$ cat src/rtl/udp_packet_gen_axis.sv
// rtl/udp_packet_gen_axis.sv - IPv4/UDP pattern frame generator with AXI4-Stream master
module udp_packet_gen_axis #(
    parameter int          TDATA_W  = 64,
    parameter logic [31:0] SRC_IP   = 32'hC0A80001,
    parameter logic [15:0] SRC_PORT = 16'd5000,
    parameter logic [7:0]  TTL      = 8'h40
) (
    input  logic                   aclk,
    input  logic                   aresetn,
    input  logic                   start,
    input  logic [15:0]            num_pkts,
    input  logic [10:0]            payload_len,
    input  logic [31:0]            dest_ip_addr,
    input  logic [15:0]            dest_port,
    input  logic [7:0]             ipg,
    input  logic                   abort,
    output logic                   busy,
    output logic                   done,
    output logic [31:0]            pkt_sent_cnt,
    output logic [TDATA_W-1:0]     tdata,
    output logic [TDATA_W/8-1:0]   tkeep,
    output logic                   tvalid,
    output logic                   tlast,
    input  logic                   tready
);

    localparam int         BPB     = TDATA_W / 8;
    localparam int         LW      = $clog2(BPB);
    localparam logic [10:0] MAX_LEN = 11'd1472;

    typedef enum logic [2:0] {S_IDLE, S_CSUM1, S_CSUM2, S_SEND, S_GAP} state_t;

    state_t      state_q, state_d;
    logic [15:0] num_q, num_d;
    logic [10:0] len_q, len_d;
    logic [31:0] dip_q, dip_d;
    logic [15:0] dport_q, dport_d;
    logic [7:0]  ipg_q, ipg_d;
    logic [7:0]  gap_q, gap_d;
    logic [15:0] cnt_q, cnt_d;
    logic [15:0] ident_q, ident_d;
    logic [31:0] pkt_cnt_q, pkt_cnt_d;
    logic [31:0] sum_q, sum_d;
    logic [15:0] csum_q, csum_d;
    logic [10:0] off_q, off_d;
    logic        abort_q, abort_d;
    logic        done_q, done_d;

    logic [10:0]    total_len;
    logic [15:0]    tot16, udp16;
    logic [31:0]    hdr_sum;
    logic [16:0]    fold1;
    logic [15:0]    fold2;
    logic [11:0]    off_end;
    logic           is_last;
    logic           abort_any;
    logic [LW-1:0]  rem;
    logic [BPB-1:0] last_keep;
    logic [7:0]     hdr [28];
    logic [10:0]    lane_idx;

    assign total_len = 11'd28 + len_q;
    assign tot16     = {5'd0, total_len};
    assign udp16     = {5'd0, 11'd8 + len_q};
    assign off_end   = {1'b0, off_q} + 12'(BPB);
    assign is_last   = (off_end >= {1'b0, total_len});
    assign abort_any = abort | abort_q;
    assign rem       = total_len[LW-1:0];
    assign last_keep = (rem == '0) ? '1 : ~({BPB{1'b1}} << rem);
    assign fold1     = {1'b0, sum_q[15:0]} + {1'b0, sum_q[31:16]};
    assign fold2     = fold1[15:0] + {15'd0, fold1[16]};

    // Header checksum is summed with its own field as zero; carries are folded one cycle later
    assign hdr_sum = {16'd0, 16'h4500} + {16'd0, tot16} + {16'd0, ident_q} + {16'd0, 16'h4000}
                   + {16'd0, TTL, 8'h11} + {16'd0, SRC_IP[31:16]} + {16'd0, SRC_IP[15:0]}
                   + {16'd0, dip_q[31:16]} + {16'd0, dip_q[15:0]};

    assign busy         = (state_q != S_IDLE);
    assign done         = done_q;
    assign pkt_sent_cnt = pkt_cnt_q;
    assign tvalid       = (state_q == S_SEND);
    assign tlast        = tvalid & is_last;
    assign tkeep        = tvalid ? (is_last ? last_keep : '1) : '0;

    // IPv4 + UDP header bytes in wire order (MSB of each field first)
    always_comb begin
        hdr[0]  = 8'h45;            hdr[1]  = 8'h00;
        hdr[2]  = tot16[15:8];      hdr[3]  = tot16[7:0];
        hdr[4]  = ident_q[15:8];    hdr[5]  = ident_q[7:0];
        hdr[6]  = 8'h40;            hdr[7]  = 8'h00;
        hdr[8]  = TTL;              hdr[9]  = 8'h11;
        hdr[10] = csum_q[15:8];     hdr[11] = csum_q[7:0];
        hdr[12] = SRC_IP[31:24];    hdr[13] = SRC_IP[23:16];
        hdr[14] = SRC_IP[15:8];     hdr[15] = SRC_IP[7:0];
        hdr[16] = dip_q[31:24];     hdr[17] = dip_q[23:16];
        hdr[18] = dip_q[15:8];      hdr[19] = dip_q[7:0];
        hdr[20] = SRC_PORT[15:8];   hdr[21] = SRC_PORT[7:0];
        hdr[22] = dport_q[15:8];    hdr[23] = dport_q[7:0];
        hdr[24] = udp16[15:8];      hdr[25] = udp16[7:0];
        hdr[26] = 8'h00;            hdr[27] = 8'h00;
    end

    // Beat assembly: each lane picks a header byte, a pattern byte, or zero past the frame end
    always_comb begin
        tdata    = '0;
        lane_idx = '0;
        if (state_q == S_SEND) begin
            for (int lane = 0; lane < BPB; lane++) begin
                lane_idx = off_q + 11'(lane);
                if (lane_idx < 11'd28)
                    tdata[8*lane +: 8] = hdr[lane_idx[4:0]];
                else if (lane_idx < total_len)
                    tdata[8*lane +: 8] = ident_q[7:0] + 8'(lane_idx - 11'd28);
            end
        end
    end

    // Next-state logic: burst sequencing, checksum pipeline, beat advance and abort handling
    always_comb begin
        state_d   = state_q;
        num_d     = num_q;
        len_d     = len_q;
        dip_d     = dip_q;
        dport_d   = dport_q;
        ipg_d     = ipg_q;
        gap_d     = gap_q;
        cnt_d     = cnt_q;
        ident_d   = ident_q;
        pkt_cnt_d = pkt_cnt_q;
        sum_d     = sum_q;
        csum_d    = csum_q;
        off_d     = off_q;
        abort_d   = abort_q | abort;
        done_d    = 1'b0;
        case (state_q)
            S_IDLE: begin
                abort_d = 1'b0;
                if (start) begin
                    num_d   = num_pkts;
                    len_d   = (payload_len > MAX_LEN) ? MAX_LEN : payload_len;
                    dip_d   = dest_ip_addr;
                    dport_d = dest_port;
                    ipg_d   = ipg;
                    cnt_d   = '0;
                    state_d = S_CSUM1;
                end
            end
            S_CSUM1: begin
                if (abort_any) begin
                    state_d = S_IDLE;
                    done_d  = 1'b1;
                end else begin
                    sum_d   = hdr_sum;
                    state_d = S_CSUM2;
                end
            end
            S_CSUM2: begin
                if (abort_any) begin
                    state_d = S_IDLE;
                    done_d  = 1'b1;
                end else begin
                    csum_d  = ~fold2;
                    off_d   = '0;
                    state_d = S_SEND;
                end
            end
            S_SEND: begin
                if (tready) begin
                    if (is_last) begin
                        ident_d   = ident_q + 16'd1;
                        pkt_cnt_d = pkt_cnt_q + 32'd1;
                        cnt_d     = cnt_q + 16'd1;
                        if (abort_any || (num_q != 16'd0 && cnt_q + 16'd1 == num_q)) begin
                            state_d = S_IDLE;
                            done_d  = 1'b1;
                        end else if (ipg_q == 8'd0) begin
                            state_d = S_CSUM1;
                        end else begin
                            gap_d   = ipg_q;
                            state_d = S_GAP;
                        end
                    end else begin
                        off_d = off_q + 11'(BPB);
                    end
                end
            end
            S_GAP: begin
                if (abort_any) begin
                    state_d = S_IDLE;
                    done_d  = 1'b1;
                end else if (gap_q <= 8'd1) begin
                    state_d = S_CSUM1;
                end else begin
                    gap_d = gap_q - 8'd1;
                end
            end
            default: state_d = S_IDLE;
        endcase
    end

    // State register with synchronous active-low reset
    always_ff @(posedge aclk) begin
        if (!aresetn) begin
            state_q   <= S_IDLE;
            num_q     <= '0;
            len_q     <= '0;
            dip_q     <= '0;
            dport_q   <= '0;
            ipg_q     <= '0;
            gap_q     <= '0;
            cnt_q     <= '0;
            ident_q   <= '0;
            pkt_cnt_q <= '0;
            sum_q     <= '0;
            csum_q    <= '0;
            off_q     <= '0;
            abort_q   <= 1'b0;
            done_q    <= 1'b0;
        end else begin
            state_q   <= state_d;
            num_q     <= num_d;
            len_q     <= len_d;
            dip_q     <= dip_d;
            dport_q   <= dport_d;
            ipg_q     <= ipg_d;
            gap_q     <= gap_d;
            cnt_q     <= cnt_d;
            ident_q   <= ident_d;
            pkt_cnt_q <= pkt_cnt_d;
            sum_q     <= sum_d;
            csum_q    <= csum_d;
            off_q     <= off_d;
            abort_q   <= abort_d;
            done_q    <= done_d;
        end
    end

endmodule

$ cat config.mk
export PLATFORM = sky130hd
export DESIGN_NAME = udp_packet_gen_axis
export DESIGN_NICKNAME = d
export VERILOG_FILES = /design/src/rtl/udp_packet_gen_axis.sv
export SDC_FILE = /design/constraint.sdc
export NUM_CORES = 1
export LEC_CHECK = 0
export CELL_PAD_IN_SITES_DETAIL_PLACEMENT = 0
export CELL_PAD_IN_SITES_GLOBAL_PLACEMENT = 2
export CORE_ASPECT_RATIO = 2
export CORE_MARGIN = 1
export CORE_UTILIZATION = 35
export CTS_CLUSTER_DIAMETER = 120
export DETAILED_ROUTE_END_ITERATION = 6
export GPL_TIMING_DRIVEN = 0
export HOLD_SLACK_MARGIN = 0.02
export PLACE_DENSITY = 0.84
export SETUP_SLACK_MARGIN = 0.2
export SLEW_MARGIN = 20
export SYNTH_ARGS = -nofsm -noshare
export SYNTH_HDL_FRONTEND = slang
export SYNTH_SLANG_ARGS = --single-unit
$ cat constraint.sdc
create_clock -name aclk -period 6.53 [get_ports aclk]
set_input_delay 1.306 -clock aclk [delete_from_list [all_inputs] [get_ports aclk]]
set_output_delay 1.306 -clock aclk [all_outputs]
set_load 0.03 [all_outputs]
# Word level (Yosys, flattened, before mapping)
# Cells that the tools add are included.
# word_totals
regBits,219
in_bits,88
out_inout_bits,108
wordCells,208
# classes
add_sub_neg,41
magnitude_cmp,27
bitwise,14
muxes,75
shift,1
reduce_logical,20
eq_ne,15
# op_table
cell,count
8-bit two-way mux,41
8-bit binary-select mux with 5-bit select,8
11-bit less-than comparator,8
"11-bit by 5-bit less-than comparator with 1-bit output, second input constant",8
8-bit adder,8
64-bit two-way mux,1
"8-bit by 5-bit subtractor with 8-bit output, second input constant",8
"6-bit >= comparator, second input constant",8
16-bit two-way mux,3
5-bit NOT with 6-bit output,8
"11-bit by 3-bit adder with 11-bit output, second input constant",4
11-bit two-way mux,4
16-bit by 16-bit adder with 17-bit output,2
"16-bit by 1-bit adder with 16-bit output, second input constant",2
"32-bit by 1-bit adder with 32-bit output, second input constant",1
16-bit case mux with 2 select lines,1
22-bit by 16-bit adder with 23-bit output,1
"11-bit by 2-bit adder with 11-bit output, second input constant",2
21-bit by 16-bit adder with 22-bit output,1
11-bit case mux with 2 select lines,1
"20-bit by 1-bit adder with 21-bit output, second input constant",1
3-bit two-way mux,7
"19-bit by 16-bit adder with 20-bit output, second input constant",1
"18-bit by 15-bit adder with 19-bit output, second input constant",1
43 further kinds,63

# Depth between registers and ports, before layout
# logic_depth
word_depth,9
mapped_depth,19
ltp_nobuf,19

# Worst setup path after synthesis
# Ideal clock, no wire load.
# synth_path
kind,reg-to-output
from,register len_q[2]
to,output port tdata[24]
arrival_ps,3618
n_path_buf,1
slack_ps,1606
path_stages_with_launch,14
cell_sequence,dfxtp_1 > clkbuf_1 > inv_1 > ha_1 > xnor2_1 > ha_1 > a21o_1 > a21o_1 > a21oi_1 > o21ai_0 > a21oi_1 > a21boi_0 > o21ai_1 > a211oi_1
# synth_between
elab_chain_cells,6
word_cells_on_any_way,9
# synth_rtl
item,line_no,text
from (decl),35,"logic [10:0] len_q, len_d;"
from (signal assigned),222,len_q <= len_d;
4-bit by 11-bit adder with 11-bit output / 5-bit by 11-bit adder with 11-bit output (equally long branches),"64, 62",
8-bit binary-select mux with 5-bit select,111,tdata[8*lane +: 8] = hdr[lane_idx[4:0]];
8-bit two-way mux (not written as such) (2 in a row),111,
8-bit two-way mux (*),110,if (lane_idx < 11'd28)
64-bit two-way mux (*),107,if (state_q == S_SEND) begin
to (decl),20,"output logic [TDATA_W-1:0] tdata,"
# Mark *: on every way between the ends. The rest lies on a longest branch, timed or not. The select of a mux whose other input is x is not followed.

# Worst setup path after layout
# layout_path
from,register len_q[2]
to,output port tdata[39]
# Same word-level chain as after synthesis.

==> results.json <==
{
  "io_buffers": 195,
  "grt_pass1_vias": 15000,
  "synthTopCellsByCount": "296 x nand2_1, 214 x a21oi_1, 203 x dfxtp_1, 182 x nor2_1, 133 x ha_1",
  "totalWireLength_um": 63500,
  "power_density_nw_per_um2": 190,
  "yosysMostFrequentCell": "nand2_1",
  "yosysTopAreaCellShare": 0.270,
  "vdd_drop_max_mv": 0.174,
  "seq_area_frac_synth": 0.270,
  "diodes": 0,
  "r2r_slack_ns": 0.70,
  "yosys-top-cells-area": "dfxtp_1 27%, ha_1 11%, nand2_1 7.4%",
  "fp.dieArea_um2": 43800,
  "grt_pass1_wl_um": 92100,
  "rsz0062_at_grt": "true",
  "layout.cells.non_filler": 2771,
  "yosysWarnings": 0,
  "grt.overflow.total": 0,
  "pre_cts_ws_ns": -0.347,
  "setup_ws_ns": 0.231,
  "clkLatencyLatePin_ns": 0.54,
  "clockRootBuffer": "clkbuf_16",
  "dr.pass1.iters": 5,
  "syn_area_um2": 15000,
  "dp_hpwl_um": 51600,
  "placed_cells": 2730,
  "synth_cell_types": 74,
  "tightestPinTransition_ns": 1.04,
  "leakage_nw": 7.56,
  "drtIter0Drc": 731,
  "reg2reg_depth": 16,
  "synth_cells": 1986,
  "async_flop_share": 0,
  "wl_per_cell_um": 22.9,
  "rows": 107,
  "start_util": 0.354,
  "clk_pin_slew_worst_paths_ns": 0.07,
  "slew_viol_final": 0,
  "tritoncts": "built",
  "maxCapViolations": 0,
  "fin_crit_ns": 6.30,
  "final.period_utilization": 0.965,
  "reg2reg_to": "sum_q[18]",
  "place.gp.congestion": 0.986,
  "finalSetupTns_ns": 0,
  "ant_nets": 0,
  "hold_violations": 0,
  "clock_sinks": 203,
  "worst_setup_path_start_kind": "flop",
  "die_h_um": 295,
  "vias": 15100,
  "cp-endpoint": "tdata[39]",
  "end_kind": "output pin",
  "finClkSkew_ns": 0.0175,
  "drc": 0,
  "path_max_fanout": 10,
  "worstPathArrival_ns": 4.99,
  "status": "finished clean",
  "worstSetupPathType": "flop to output pin",
  "rr_startpoint": "ident_q[2]",
  "crit_start": "len_q[2]",
  "die_w_um": 149,
  "hold_class": "flop to flop",
  "ys_seq_elements": 203,
  "ys.flop_type": "dfxtp_1",
  "viasPerCell": 5.45,
  "grtUsageTotal": 0.286,
  "setup_violations": 0,
  "synth_edf_count": 0,
  "cts_buffers": 22,
  "maxSlewHeadroom": 0.305,
  "syn_avg_cell_area_um2": 7.57,
  "grt_max_degree": 15,
  "area_growth_pct": 23.9,
  "num-nets-final": 2464,
  "crit_required_ns": 5.22,
  "h-tree-depth": 1,
  "antenna_found_initial": 0,
  "drive_gt1_frac": 0.0395,
  "cts.path.max_buffers": 3,
  "core_um2": 42400,
  "yosysTopAreaCell": "dfxtp_1",
  "pin_count": 196,
  "max_freq_mhz": 159
}
-- per-stage QoR --
stage          utilization  cell area, um^2  power [mW]  hold WS [ns]
5_1_grt              0.439            18600        3.69         0.476
3_5_place_dp         0.417            17700        2.22         0.451
4_1_cts              0.437            18500        3.56         0.462
6_report             0.439            18600        3.54         0.462
3_3_place_gp         0.417            17700        2.21         0.441
2_1_floorplan            -            15100        1.90         0.432
-- sequential cells by signal (all words and copies together), names as in the netlist --
name,count
dip_q,32
off_q,8
len_q,11
sum_q,19
ident_q,16
abort_q,1
dport_q,16
done,1
csum_q,16
ipg_q,8
state_q,3
cnt_q,16
pkt_sent_cnt,32
num_q,16
gap_q,8
-- what timing repair did --
item / 4_1_cts / 5_1_grt
hold buffers: 0 / 0
buffers inserted: 1 / 0
gates resized for setup: 17 / 23
pin swaps: 1 / 0
endpoints found under the setup margin: 72 / 58
-- critical path, stage by stage, from the launching register on --
cell and delay, ns:
dfxtp_2 0.48, clkbuf_4 0.32, inv_1 0.16, ha_1 0.26, xnor2_2 0.45, ha_1 0.38, a21o_1 0.18, a21o_1 0.17
a21oi_1 0.17, o21ai_0 0.27, a211oi_4 0.57, nand2_1 0.10, a21oi_1 0.20, clkdlybuf4s50_1 0.72
-- worst min-delay path by stage --
stage / startpoint / slack, ns / depth (start not counted) / to
5_1_grt: sum_q[10] / 0.48 / 2 / sum_q[10]
3_3_place_gp: sum_q[10] / 0.44 / 2 / sum_q[10]
2_1_floorplan: sum_q[10] / 0.43 / 2 / sum_q[10]
3_5_place_dp: sum_q[10] / 0.45 / 2 / sum_q[10]
4_1_cts: sum_q[10] / 0.46 / 2 / sum_q[10]
6_report: dport_q[5] / 0.46 / 2 / dport_q[5]
-- area by class of cell --
cell class,count,area [um^2]
fillers,4392,23800
multi-input cells,1530,10100
flip-flops and latches,203,4070
repair buffers,196,2010
well taps,545,682
clock buffers,29,628
plain buffers,126,505
inverters,131,492
clock inverters,11,118
-- placed cells by master (no fill, tap or decap), types with 55 or more instances in the layout --
master / n
dfxtp_1: 201
clkbuf_1: 113
nand2_1: 296
ha_1: 133
xor2_1: 65
nand3_1: 55
clkdlybuf4s50_1: 181
nor2_1: 179
a21oi_1: 214
xnor2_1: 82
o21ai_0: 86
inv_1: 128
-- where the power goes --
| part | switching (mW) | total [mW] | internal, mW |
|---|---|---|---|
| logic | 0.506 | 0.838 | 0.332 |
| clock network | 0.570 | 1.33 | 0.760 |
| registers | 0.0733 | 1.37 | 1.29 |
-- cell families (layout without fill, tap and decap cells) --
| logic type | Yosys count | in the layout | share of synthesized area |
|---|---|---|---|
| xor gates and xnor gates | 154 | 154 | 0.0897 |
| muxes | 11 | 11 | 0.00732 |
| other | 2 | 6 | 0.000499 |
| and+or+nand+nor | 699 | 699 | 0.209 |
| AOI/OAI and AO/OA | 493 | 493 | 0.203 |
| buffers and inverters | 257 | 493 | 0.0656 |
| DFF | 203 | 203 | 0.270 |
| adders and majority gates | 167 | 167 | 0.155 |
-- metal layers --
metal / track usage / routed length (um) / vias up
met5: 0 / 0 / -
met4: 0.209 / 4990 / 0
met1: 0.274 / 21700 / 7194
li1: - / - / 7238
met2: 0.558 / 34400 / 490
met3: 0.0247 / 2360 / 167
No activity file was read; power rests on OpenSTA's default activity.
